$ cat src/rtl/cmul_arbiter_if.sv
// rtl/cmul_arbiter_if.sv - requester, multiplier and response signals of the shared complex multiplier arbiter
interface cmul_arbiter_if #(parameter int WIDTH = 16);
    logic             req0_valid;
    logic             req0_ready;
    logic [WIDTH-1:0] req0_a_re;
    logic [WIDTH-1:0] req0_a_im;
    logic [WIDTH-1:0] req0_w_re;
    logic [WIDTH-1:0] req0_w_im;
    logic             req1_valid;
    logic             req1_ready;
    logic [WIDTH-1:0] req1_a_re;
    logic [WIDTH-1:0] req1_a_im;
    logic [WIDTH-1:0] req1_w_re;
    logic [WIDTH-1:0] req1_w_im;
    logic             mul_en;
    logic [WIDTH-1:0] mul_a_re;
    logic [WIDTH-1:0] mul_a_im;
    logic [WIDTH-1:0] mul_w_re;
    logic [WIDTH-1:0] mul_w_im;
    logic [WIDTH-1:0] mul_p_re;
    logic [WIDTH-1:0] mul_p_im;
    logic             rsp0_valid;
    logic             rsp1_valid;
    logic [WIDTH-1:0] rsp_re;
    logic [WIDTH-1:0] rsp_im;
    logic [4:0]       outstanding;

    modport slave (
        input  req0_valid, req0_a_re, req0_a_im, req0_w_re, req0_w_im,
        input  req1_valid, req1_a_re, req1_a_im, req1_w_re, req1_w_im,
        input  mul_p_re, mul_p_im,
        output req0_ready, req1_ready,
        output mul_en, mul_a_re, mul_a_im, mul_w_re, mul_w_im,
        output rsp0_valid, rsp1_valid, rsp_re, rsp_im, outstanding
    );

    modport master (
        output req0_valid, req0_a_re, req0_a_im, req0_w_re, req0_w_im,
        output req1_valid, req1_a_re, req1_a_im, req1_w_re, req1_w_im,
        output mul_p_re, mul_p_im,
        input  req0_ready, req1_ready,
        input  mul_en, mul_a_re, mul_a_im, mul_w_re, mul_w_im,
        input  rsp0_valid, rsp1_valid, rsp_re, rsp_im, outstanding
    );
endinterface

$ cat src/rtl/cmul_arbiter.sv
// rtl/cmul_arbiter.sv - two-requester round-robin front end for a fixed-latency pipelined complex multiplier
module cmul_arbiter #(
    parameter int WIDTH = 16,
    parameter int LAT   = 6
) (
    input  logic          clk,
    input  logic          rst_n,
    input  logic          flush,
    cmul_arbiter_if.slave bus
);
    logic             ptr_q, ptr_d;
    logic             mul_en_q, mul_en_d;
    logic [WIDTH-1:0] mul_a_re_q, mul_a_re_d, mul_a_im_q, mul_a_im_d;
    logic [WIDTH-1:0] mul_w_re_q, mul_w_re_d, mul_w_im_q, mul_w_im_d;
    logic [LAT-1:0]   tag_v_q, tag_v_d, tag_id_q, tag_id_d;
    logic             exit_v_q, exit_v_d, exit_id_q, exit_id_d;
    logic             rsp0_q, rsp0_d, rsp1_q, rsp1_d;
    logic [WIDTH-1:0] rsp_re_q, rsp_re_d, rsp_im_q, rsp_im_d;
    logic [4:0]       out_q, out_d;
    logic             ready0, ready1, hs, issue, deliver;

    // Grants are purely combinational; reset masks them so nothing is accepted while held.
    always_comb begin
        ready0 = rst_n & bus.req0_valid & (~bus.req1_valid | ~ptr_q);
        ready1 = rst_n & bus.req1_valid & (~bus.req0_valid | ptr_q);
        hs      = ready0 | ready1;
        issue   = hs & ~flush;
        deliver = exit_v_q & ~flush;
    end

    always_comb begin
        ptr_d      = ptr_q;
        mul_en_d   = issue;
        mul_a_re_d = mul_a_re_q;
        mul_a_im_d = mul_a_im_q;
        mul_w_re_d = mul_w_re_q;
        mul_w_im_d = mul_w_im_q;
        if (issue) begin
            ptr_d      = ~ready1;
            mul_a_re_d = ready1 ? bus.req1_a_re : bus.req0_a_re;
            mul_a_im_d = ready1 ? bus.req1_a_im : bus.req0_a_im;
            mul_w_re_d = ready1 ? bus.req1_w_re : bus.req0_w_re;
            mul_w_im_d = ready1 ? bus.req1_w_im : bus.req0_w_im;
        end
    end

    // Tag shift register tracks which requester owns each product; the exit stage
    // lines the tag up with the cycle the matching product appears on mul_p_*.
    always_comb begin
        tag_v_d     = '0;
        tag_id_d    = '0;
        tag_v_d[0]  = issue;
        tag_id_d[0] = ready1;
        for (int i = 1; i < LAT; i++) begin
            tag_v_d[i]  = tag_v_q[i-1] & ~flush;
            tag_id_d[i] = tag_id_q[i-1];
        end
        exit_v_d  = tag_v_q[LAT-1] & ~flush;
        exit_id_d = tag_id_q[LAT-1];
    end

    always_comb begin
        rsp0_d   = deliver & ~exit_id_q;
        rsp1_d   = deliver & exit_id_q;
        rsp_re_d = deliver ? bus.mul_p_re : rsp_re_q;
        rsp_im_d = deliver ? bus.mul_p_im : rsp_im_q;
        if (flush)
            out_d = 5'd0;
        else
            out_d = out_q + {4'd0, issue} - {4'd0, deliver};
    end

    always_ff @(posedge clk or negedge rst_n) begin
        if (!rst_n) begin
            ptr_q      <= 1'b0;
            mul_en_q   <= 1'b0;
            mul_a_re_q <= '0;
            mul_a_im_q <= '0;
            mul_w_re_q <= '0;
            mul_w_im_q <= '0;
            tag_v_q    <= '0;
            tag_id_q   <= '0;
            exit_v_q   <= 1'b0;
            exit_id_q  <= 1'b0;
            rsp0_q     <= 1'b0;
            rsp1_q     <= 1'b0;
            rsp_re_q   <= '0;
            rsp_im_q   <= '0;
            out_q      <= 5'd0;
        end else begin
            ptr_q      <= ptr_d;
            mul_en_q   <= mul_en_d;
            mul_a_re_q <= mul_a_re_d;
            mul_a_im_q <= mul_a_im_d;
            mul_w_re_q <= mul_w_re_d;
            mul_w_im_q <= mul_w_im_d;
            tag_v_q    <= tag_v_d;
            tag_id_q   <= tag_id_d;
            exit_v_q   <= exit_v_d;
            exit_id_q  <= exit_id_d;
            rsp0_q     <= rsp0_d;
            rsp1_q     <= rsp1_d;
            rsp_re_q   <= rsp_re_d;
            rsp_im_q   <= rsp_im_d;
            out_q      <= out_d;
        end
    end

    assign bus.req0_ready  = ready0;
    assign bus.req1_ready  = ready1;
    assign bus.mul_en      = mul_en_q;
    assign bus.mul_a_re    = mul_a_re_q;
    assign bus.mul_a_im    = mul_a_im_q;
    assign bus.mul_w_re    = mul_w_re_q;
    assign bus.mul_w_im    = mul_w_im_q;
    assign bus.rsp0_valid  = rsp0_q;
    assign bus.rsp1_valid  = rsp1_q;
    assign bus.rsp_re      = rsp_re_q;
    assign bus.rsp_im      = rsp_im_q;
    assign bus.outstanding = out_q;
endmodule
$ cat src/flat_wrapper.sv
// flat-port wrapper written by rule: the top's interface ports become plain ports
module cmul_arbiter_flat 
#(
    parameter int WIDTH = 16,
    parameter int LAT   = 6
)
  (clk, rst_n, flush, bus_req0_valid, bus_req0_a_re, bus_req0_a_im, bus_req0_w_re, bus_req0_w_im, bus_req1_valid, bus_req1_a_re, bus_req1_a_im, bus_req1_w_re, bus_req1_w_im, bus_mul_p_re, bus_mul_p_im, bus_req0_ready, bus_req1_ready, bus_mul_en, bus_mul_a_re, bus_mul_a_im, bus_mul_w_re, bus_mul_w_im, bus_rsp0_valid, bus_rsp1_valid, bus_rsp_re, bus_rsp_im, bus_outstanding);
  cmul_arbiter_if #(.WIDTH(WIDTH)) bus_i ();
  input  logic clk;
  input  logic rst_n;
  input  logic flush;
  input wire logic [$bits(bus_i.req0_valid)-1:0] bus_req0_valid;
  input wire logic [$bits(bus_i.req0_a_re)-1:0] bus_req0_a_re;
  input wire logic [$bits(bus_i.req0_a_im)-1:0] bus_req0_a_im;
  input wire logic [$bits(bus_i.req0_w_re)-1:0] bus_req0_w_re;
  input wire logic [$bits(bus_i.req0_w_im)-1:0] bus_req0_w_im;
  input wire logic [$bits(bus_i.req1_valid)-1:0] bus_req1_valid;
  input wire logic [$bits(bus_i.req1_a_re)-1:0] bus_req1_a_re;
  input wire logic [$bits(bus_i.req1_a_im)-1:0] bus_req1_a_im;
  input wire logic [$bits(bus_i.req1_w_re)-1:0] bus_req1_w_re;
  input wire logic [$bits(bus_i.req1_w_im)-1:0] bus_req1_w_im;
  input wire logic [$bits(bus_i.mul_p_re)-1:0] bus_mul_p_re;
  input wire logic [$bits(bus_i.mul_p_im)-1:0] bus_mul_p_im;
  output wire logic [$bits(bus_i.req0_ready)-1:0] bus_req0_ready;
  output wire logic [$bits(bus_i.req1_ready)-1:0] bus_req1_ready;
  output wire logic [$bits(bus_i.mul_en)-1:0] bus_mul_en;
  output wire logic [$bits(bus_i.mul_a_re)-1:0] bus_mul_a_re;
  output wire logic [$bits(bus_i.mul_a_im)-1:0] bus_mul_a_im;
  output wire logic [$bits(bus_i.mul_w_re)-1:0] bus_mul_w_re;
  output wire logic [$bits(bus_i.mul_w_im)-1:0] bus_mul_w_im;
  output wire logic [$bits(bus_i.rsp0_valid)-1:0] bus_rsp0_valid;
  output wire logic [$bits(bus_i.rsp1_valid)-1:0] bus_rsp1_valid;
  output wire logic [$bits(bus_i.rsp_re)-1:0] bus_rsp_re;
  output wire logic [$bits(bus_i.rsp_im)-1:0] bus_rsp_im;
  output wire logic [$bits(bus_i.outstanding)-1:0] bus_outstanding;
  assign bus_i.req0_valid = bus_req0_valid;
  assign bus_i.req0_a_re = bus_req0_a_re;
  assign bus_i.req0_a_im = bus_req0_a_im;
  assign bus_i.req0_w_re = bus_req0_w_re;
  assign bus_i.req0_w_im = bus_req0_w_im;
  assign bus_i.req1_valid = bus_req1_valid;
  assign bus_i.req1_a_re = bus_req1_a_re;
  assign bus_i.req1_a_im = bus_req1_a_im;
  assign bus_i.req1_w_re = bus_req1_w_re;
  assign bus_i.req1_w_im = bus_req1_w_im;
  assign bus_i.mul_p_re = bus_mul_p_re;
  assign bus_i.mul_p_im = bus_mul_p_im;
  assign bus_req0_ready = bus_i.req0_ready;
  assign bus_req1_ready = bus_i.req1_ready;
  assign bus_mul_en = bus_i.mul_en;
  assign bus_mul_a_re = bus_i.mul_a_re;
  assign bus_mul_a_im = bus_i.mul_a_im;
  assign bus_mul_w_re = bus_i.mul_w_re;
  assign bus_mul_w_im = bus_i.mul_w_im;
  assign bus_rsp0_valid = bus_i.rsp0_valid;
  assign bus_rsp1_valid = bus_i.rsp1_valid;
  assign bus_rsp_re = bus_i.rsp_re;
  assign bus_rsp_im = bus_i.rsp_im;
  assign bus_outstanding = bus_i.outstanding;
  cmul_arbiter #(.WIDTH(WIDTH), .LAT(LAT)) u_core (.clk(clk), .rst_n(rst_n), .flush(flush), .bus(bus_i));
endmodule
$ cat config.mk
export PLATFORM = sky130hd
export DESIGN_NAME = cmul_arbiter_flat
export DESIGN_NICKNAME = d
export VERILOG_FILES = /design/src/rtl/cmul_arbiter_if.sv /design/src/rtl/cmul_arbiter.sv /design/src/flat_wrapper.sv
export SDC_FILE = /design/constraint.sdc
export NUM_CORES = 1
export LEC_CHECK = 0
export CAP_MARGIN = 20
export CORE_UTILIZATION = 42
export DETAILED_ROUTE_END_ITERATION = 6
export PLACE_DENSITY = 0.85
export SYNTH_ARGS = -nofsm -noshare
export SYNTH_HDL_FRONTEND = slang
export SYNTH_SLANG_ARGS = --single-unit
export TNS_END_PERCENT = 5
$ cat constraint.sdc
create_clock -name clk -period 7 [get_ports clk]
set_clock_uncertainty 0.1 [all_clocks]
set_input_delay 1.05 -clock clk [delete_from_list [all_inputs] [get_ports clk]]
set_output_delay 1.05 -clock clk [all_outputs]
set_load 0.02 [all_outputs]
## Word level (Yosys, flattened, before mapping)

Index checks and enable logic that the tools add are counted.

| storage, ports and cells | value |
|---|---|
| bits in registers | 119 |
| memories | 0 |
| logic and storage cells | 45 |
| ROM bits | 0 |
| bits in latches | 0 |
| memory bits (writable) | 0 |
| input port bits | 165 |
| output and inout bits | 106 |

| cells by class | value |
|---|---|
| bitwise operators | 23 |
| shift operators | 0 |
| reductions and logical operators | 0 |
| add/subtract/negate cells | 2 |
| multipliers | 0 |
| div/mod/pow operators | 0 |
| $lt $le $gt $ge | 0 |
| equality and inequality tests | 0 |
| mux-type cells | 5 |

Operators by type and width:

| kind | number |
|---|---|
| 16-bit 2-to-1 mux | 4 |
| 1-bit AND | 14 |
| 1-bit NOT | 6 |
| 5-bit by 1-bit adder with 5-bit output | 1 |
| 5-bit 2-to-1 mux | 1 |
| 5-bit by 1-bit subtractor with 5-bit output | 1 |
| 1-bit OR | 3 |

## Logic depth before layout (Yosys ltp)

Gate-level depths: netlist (run 1).

| depth | value |
|---|---|
| word-level depth | 8 |
| depth in mapped cells | 12 |
| gate-level depth less buffers | 10 |

## Worst setup path before layout (run 1)

OpenSTA, ideal clock, no wires.

| path | value |
|---|---|
| kind | input -> register |
| start | in flush |
| end | reg u_core.out_q[4] (netlist: u_core.bus.outstanding[4]) |
| setup slack | 3.986 ns |
| cell stages on the path | 12 |
| required time | 6.765 ns |
| arrival | 2.778 ns |
| path buffers | 2 |
| library setup time | 0.135 ns |
| cells stage by stage | nor2b_1 -> buf_2 -> buf_2 -> ha_1 -> inv_1 -> ha_1 -> inv_1 -> fa_1 -> nor2b_1 -> o21ai_0 -> a21oi_1 -> nor3b_1 |

| between the ends | value |
|---|---|
| elaborated cells between the ends (all ways) | 6 |
| those cells by class | 2 x add/sub; 1 x mux; 3 x bitwise |

RTL lines:

| element | line | source |
|---|---|---|
| start, declared | flat_wrapper.sv:11 | `input logic flush;` |
| 1-bit NOT | cmul_arbiter.sv:28 | `deliver = exit_v_q & ~flush;` |
| 1-bit AND | cmul_arbiter.sv:28 |  |
| named net u_core.deliver | cmul_arbiter.sv:20 | `logic ready0, ready1, hs, issue, deliver;` |
| 5-bit by 1-bit subtractor with 5-bit output | cmul_arbiter.sv:70 | `out_d = out_q + {4'd0, issue} - {4'd0, deliver};` |
| 5-bit 2-to-1 mux | cmul_arbiter.sv:67 | `if (flush)` |
| named net u_core.out_d[4] | cmul_arbiter.sv:19 | `logic [4:0] out_q, out_d;` |
| end signal, assigned | cmul_arbiter.sv:105 | `out_q <= out_d;` |
| end, declared | cmul_arbiter.sv:19 |  |

The timed path passes the listed nets, and every way through them passes these cells.
A chain may end at the register's enable or synchronous reset.

## Final worst setup path (run 1)

| path | value |
|---|---|
| start | in bus_req0_valid |
| end | out bus_req1_ready |

| between the ends | value |
|---|---|
| word-level cells in the longest chain between the ends | 3 |

RTL lines:

| element | line | source |
|---|---|---|
| start, declared | flat_wrapper.sv:12 | `input wire logic [$bits(bus_i.req0_valid)-1:0] bus_req0_valid;` |
| 1-bit NOT | cmul_arbiter.sv:25 | `ready1 = rst_n & bus.req1_valid & (~bus.req0_valid \| ptr_q);` |
| 1-bit OR | cmul_arbiter.sv:25 |  |
| 1-bit AND | cmul_arbiter.sv:25 |  |
| end, declared | flat_wrapper.sv:25 | `output wire logic [$bits(bus_i.req1_ready)-1:0] bus_req1_ready;` |

No other way between the ends.

==> results of run 1 <==
## logic make-up after synthesis
group / Yosys count
AOI/OAI and AO/OA: 72
DFF: 118
buffers and inverters: 38
xor gates and xnor gates: 2
and+or+nand+nor: 83
muxes: 96
adders and majority gates: 6
## flip-flops by register name, indices dropped and copies added (netlist names)
register / count
u_core.ptr_q: 1
u_core.exit_v_q: 1
u_core.tag_id_q: 6
u_core.exit_id_q: 1
u_core.bus.rsp0_valid: 1
u_core.bus.rsp1_valid: 1
u_core.bus.mul_w_re: 16
u_core.bus.rsp_re: 16
u_core.tag_v_q: 6
u_core.bus.outstanding: 5
u_core.bus.rsp_im: 16
u_core.bus.mul_a_re: 16
u_core.bus.mul_w_im: 16
u_core.bus.mul_a_im: 16
## synthesized netlist by cell type
master    count  area [sq um]
ha_1          5          62.6
o211ai_1      1          7.51
nor3b_1       1          7.51
nand2_1      66           248
a21o_1        1          7.51
o211ai_2      1          12.5
mux2i_1      64           641
buf_4         2          15.0
nand3_1       1          5.00
buf_12        5           100
inv_2         1          3.75
nor3_1        1          5.00
a21oi_1       3          15.0
nor2_1        2          7.51
buf_6         1          11.3
mux2_2       32           360
o21ai_0      17          85.1
fa_1          1          20.0
nor2b_1      11          68.8
dfrtp_1     118          2950
and2_1        1          6.26
clkbuf_2      2          10.0
buf_2        11          55.1
o21ai_1      49           245
inv_1        11          41.3
clkbuf_1      5          18.8
xor2_1        2          17.5
## worst max-delay path by stage
stage                              start  cells past startpoint                         to  slack [ns]
after floorplan                    flush                     12  u_core.bus.outstanding[4]        3.99
after global placement    bus_req0_valid                      5             bus_req1_ready        2.73
after detailed placement  bus_req0_valid                      5             bus_req1_ready        2.62
after CTS                 bus_req0_valid                      5             bus_req1_ready        2.62
after global routing      bus_req0_valid                      5             bus_req1_ready        2.53
final                     bus_req0_valid                      5             bus_req1_ready        2.64
## per-layer routing
metal | GRT usage [%] | up-vias | part of all wire, %
met5 | 0 | - | 0
met4 | 9.28 | 0 | 2.1
met3 | 6.86 | 24 | 8.1
met2 | 39.3 | 178 | 51
met1 | 24.3 | 1879 | 38
li1 | - | 1956 | -
## through the flow
step                instance area [sq um]  hold slack, ns  cells
floorplan                            5030           0.231    415
global placement                     7740           0.234    806
detailed placement                   7740           0.236    806
CTS                                  8350           0.246    837
global route                         8380           0.248    838
finish                               8380           0.244    838
## power by group
group	internal, mW	switching, mW
clock network	0.594	0.287
registers	0.760	0.0422
logic	0.263	0.236
total	1.62	0.565
## worst max-delay path, stage by stage
cell	delay, ns
clkdlybuf4s50_1	0.52
inv_2	0.06
o211ai_4	0.76
inv_1	0.20
clkdlybuf4s50_1	0.61
## layout make-up
class                      instances  area share, %
clock buffer                      23           5.83
clock inverter                     8           1.45
inverter                          12          0.538
multi-input combinational        259           21.9
sequential                       118           35.3
tap                              143           2.14
timing repair buffer             275           32.9
==> flow_metrics.py, run 1 <==
metrics = {
    "yosys": {
        "synth_area_per_cell_sq_um": 12.1,
        "synth_nets": 586,
        "synth-seq-cells": 118,
        "ys_seq_area_share_pct": 58.7,
        "synth-warning-count": 0,
        "synthCells": 415,
        "synth_compound_area_share_pct": 7.41,
        "synthAdderAreaFrac_pct": 1.64,
        "synth_area_sq_um": 5030,
        "synth_top_family_by_area": "multiplexers",
        "ys_types": 27,
        "synthMuxAreaShare_pct": 19.9,
        "synth-simple-area-share_pct": 6.92,
        "synthXorXnorAreaFrac_pct": 0.348,
    },
    "power": {
        "p_leak_nw": 4.01,
        "p_total_mw": 2.18,
        "ir_drop_mv": 0.129,
        "powerDensity_nw_per_um2": 260,
    },
    "cts": {
        "clk_pin_slew_worst_paths_ns": 0.05,
        "clock_path_buffers": 2,
        "cts_tree": "built",
        "clkLatencyLatePin_ns": 0.40,
        "holdBufCountCts": 0,
        "cts.sink_count": 118,
        "cts_resized": 0,
        "cts.htree.levels": 4,
        "ctsRootBufferMaster": "clkbuf_16",
        "cts_buffers": 17,
        "post_cts_buffers": 0,
    },
    "die": {
        "initial_utilization_pct": 43.5,
        "fp.dieArea_sq_um": 12400,
        "io_pins": 271,
        "die_y_um": 111,
        "fp.dieW_um": 111,
        "coreArea_sq_um": 11600,
        "rows": 39,
    },
    "timing": {
        "max_slew_margin_pct": 36.6,
        "maxSlewViolCount": 0,
        "min_period_ns": 4.36,
        "rsz0062_at_grt": "no",
        "setup_viol": 0,
        "hold_viol": 0,
        "tightest_slew_ns": 0.946,
        "post-route-period-util_pct": 62.3,
        "max_freq_mhz": 229,
        "worst_slack_ns": 2.64,
        "setup-tns-final_ns": 0,
    },
    "placement": {
        "numPortBuffers": 270,
        "pre_cts_slack_ns": 2.62,
        "hpwl_um": 9670,
        "place_congestion": 0.773,
    },
    "routing": {
        "drt_wl_total_um": 13100,
        "drtPass1Iterations": 7,
        "wl_per_cell_um": 15.6,
        "drt_iter0_markers": 154,
        "final_antenna_net_count": 0,
        "drc_errors": 20,
        "viasPerCell": 4.82,
        "vias": 4037,
    },
    "cells_and_area": {
        "area_growth_pct": 66.5,
        "layout_commonest_cell": "clkdlybuf4s50_1",
        "drive_above_1_share_pct": 10.1,
        "antenna_cells": 0,
        "fin_nets": 854,
        "multiInputGateArea_sq_um": 1830,
        "fillers": 826,
        "fin_util_pct": 72.4,
        "mostFrequentLayoutCells": "clkdlybuf4s50_1 (269), dfrtp_1 (118), nand2_1 (66), mux2i_1 (64), o21ai_1 (49)",
        "register_area_sq_um": 2950,
    },
    "worst_hold_path": {
        "hold_class": "reg -> reg",
        "min_path_cells": 0,
        "min_to": "u_core.tag_id_q[5]",
        "min_from": "u_core.tag_id_q[4]",
    },
    "grt": {
        "grt_antenna_before_repair": 0,
        "grt_util_all_layers_pct": 22.0,
        "grt_max_degree": 131,
        "grt_pass1_wl_um": 21300,
        "grt_pass1_vias": 4311,
        "grt_overflow": 0,
    },
    "critical_path": {
        "critPathMaxFanout": 24,
        "reg2reg_depth": 4,
        "start_kind": "primary input",
        "critPathKind": "in -> out",
        "rr_startpoint": "u_core.ptr_q",
        "required_ns": 5.85,
        "crit_path_end_kind": "output port",
        "rrSetupSlack_ns": 4.45,
        "r2r-end": "u_core.bus.mul_w_re[0]",
        "cp_data_arrival_time_ns": 3.21,
    },
    "run_status": {
        "violations": "DRC",
        "outcome": "finished with violations",
    },
    "job": {
        "max-cap-violations": 0,
    },
}
(Power assumes the default switching activity.)
==> run 2, diff against run 1 <==
--- a/config.mk
+++ b/config.mk
@@ -6,9 +6,9 @@
 export NUM_CORES = 1
 export LEC_CHECK = 0
 export CAP_MARGIN = 20
-export CORE_UTILIZATION = 42
+export CORE_UTILIZATION = 39
 export DETAILED_ROUTE_END_ITERATION = 6
-export PLACE_DENSITY = 0.85
+export PLACE_DENSITY = 0.8
 export SYNTH_ARGS = -nofsm -noshare
 export SYNTH_HDL_FRONTEND = slang
 export SYNTH_SLANG_ARGS = --single-unit
==> constraint.sdc (replaced) <==
create_clock -name clk -period 4.3 [get_ports clk]
set_clock_uncertainty 0.1 [all_clocks]
set_input_delay 0.645 -clock clk [delete_from_list [all_inputs] [get_ports clk]]
set_output_delay 0.645 -clock clk [all_outputs]
set_load 0.02 [all_outputs]
==> flow_metrics.py, run 2 (synthesized netlist as in run 1, its figures left out) <==
metrics = {
    "cts": {
        "holdBufCountCts": 0,
        "cts_tree": "built",
        "cts_resized": 0,
        "cts.sink_count": 118,
        "post_cts_buffers": 0,
        "cts_buffers": 17,
        "clock_path_buffers": 2,
        "clkLatencyLatePin_ns": 0.40,
        "clk_pin_slew_worst_paths_ns": 0.05,
        "cts.htree.levels": 4,
        "ctsRootBufferMaster": "clkbuf_16",
    },
    "grt": {
        "grt_pass1_wl_um": 19900,
        "grt_util_all_layers_pct": 19.8,
        "grt_pass1_vias": 4165,
        "grt_overflow": 0,
        "grt_max_degree": 131,
        "grt_antenna_before_repair": 0,
    },
    "critical_path": {
        "required_ns": 3.56,
        "rrSetupSlack_ns": 2.15,
        "cp_data_arrival_time_ns": 2.07,
        "rr_startpoint": "u_core.exit_v_q",
        "start_kind": "primary input",
        "critPathKind": "in -> out",
        "crit_path_end_kind": "output port",
        "reg2reg_depth": 10,
        "critPathMaxFanout": 3,
        "r2r-end": "u_core.bus.outstanding[4]",
    },
    "cells_and_area": {
        "drive_above_1_share_pct": 10.1,
        "antenna_cells": 0,
        "layout_commonest_cell": "clkdlybuf4s50_1",
        "fin_nets": 855,
        "mostFrequentLayoutCells": "clkdlybuf4s50_1 (269), dfrtp_1 (118), nand2_1 (66), mux2i_1 (64), o21ai_1 (49)",
        "area_growth_pct": 68.2,
    },
    "die": {
        "coreArea_sq_um": 12600,
        "fp.dieW_um": 116,
        "initial_utilization_pct": 39.9,
        "fp.dieArea_sq_um": 13400,
        "die_y_um": 116,
        "rows": 41,
        "io_pins": 271,
    },
    "timing": {
        "setup-tns-final_ns": 0,
        "min_period_ns": 2.81,
        "max_freq_mhz": 355,
        "setup_viol": 0,
        "rsz0062_at_grt": "no",
        "post-route-period-util_pct": 65.4,
        "max_slew_margin_pct": 29.1,
        "holdWs_ns": 0.0634,
        "hold_viol": 0,
        "maxSlewViolCount": 0,
        "tightest_slew_ns": 1.06,
    },
    "routing": {
        "drt_iter0_markers": 133,
        "vias": 4018,
        "final_antenna_net_count": 0,
        "drc_errors": 0,
        "viasPerCell": 4.63,
        "drtPass1Iterations": 4,
        "drt_wl_total_um": 13100,
        "wl_per_cell_um": 15.1,
    },
    "power": {
        "powerDensity_nw_per_um2": 432,
        "ir_drop_mv": 0.218,
        "p_leak_nw": 4.03,
    },
    "placement": {
        "hpwl_um": 9740,
        "place_congestion": 0.710,
        "numPortBuffers": 270,
    },
    "run_status": {
        "outcome": "completed",
    },
    "worst_hold_path": {
        "hold_class": "in -> async",
    },
    "job": {
        "max-cap-violations": 0,
    },
}
[run 2: changes by cell type in the layout (fill, tap and decap cells not counted)]
cell / before / now
buf_4: 5 / 6
bufinv_16: 3 / 5
clkbuf_1: 2 / 3
clkbuf_8: 4 / 3
clkinv_2: 3 / 1
clkinv_4: 1 / 0
clkinvlp_4: 1 / 2
[run 2: worst max path at each step]
stage                               from                         to  slack (ns)  cells past startpoint
after global placement             flush  u_core.bus.outstanding[4]        1.25                     11
after floorplan                    flush  u_core.bus.outstanding[4]        1.69                     12
after CTS                 bus_req0_valid             bus_req1_ready        1.49                      5
final                     bus_req0_valid             bus_req1_ready        1.49                      5
after global routing               flush  u_core.bus.outstanding[4]        1.38                     11
after detailed placement           flush  u_core.bus.outstanding[4]        1.16                     11
[run 2: report_power, final]
part	switching, mW	internal (mW)	total (mW)
logic	0.377	0.430	0.806
registers	0.0683	1.24	1.31
clock network	0.468	1.07	1.54
total	0.913	2.74	3.65
[run 2: critical path: stages]
cell	delay, ns
clkdlybuf4s50_1	0.54
inv_2	0.06
o211ai_4	0.18
inv_1	0.09
clkdlybuf4s50_1	0.55
[run 2: area by class of cell]
cell class / instances / area (sq um)
clock buffer: 23 / 478
clock inverter: 8 / 170
fill: 1017 / 4160
inverter: 12 / 45.0
multi-input combinational: 259 / 1830
sequential: 118 / 2950
tap: 172 / 215
timing repair buffer: 276 / 2770
[run 2: metrics by stage]
| step | power (mW) | area (sq um) | cells | utilization, % | worst slack (ns) |
|---|---|---|---|---|---|
| after floorplan | 1.67 | 5030 | 415 | - | 1.69 |
| after global placement | 2.11 | 7780 | 836 | 61.7 | 1.25 |
| after detailed placement | 2.13 | 7780 | 836 | 61.7 | 1.16 |
| after CTS | 3.69 | 8430 | 867 | 66.8 | 1.49 |
| after global routing | 3.81 | 8460 | 868 | 67.0 | 1.38 |
| final | 3.65 | 8460 | 868 | 67.0 | 1.49 |
[run 2: per-layer routing]
metal	up-vias	part of all wire (%)	global-route usage, %
li1	1942	-	-
met1	1874	38	20.2
met2	181	51	35.7
met3	21	9.5	7.90
met4	0	1.8	8.83
met5	-	0	0
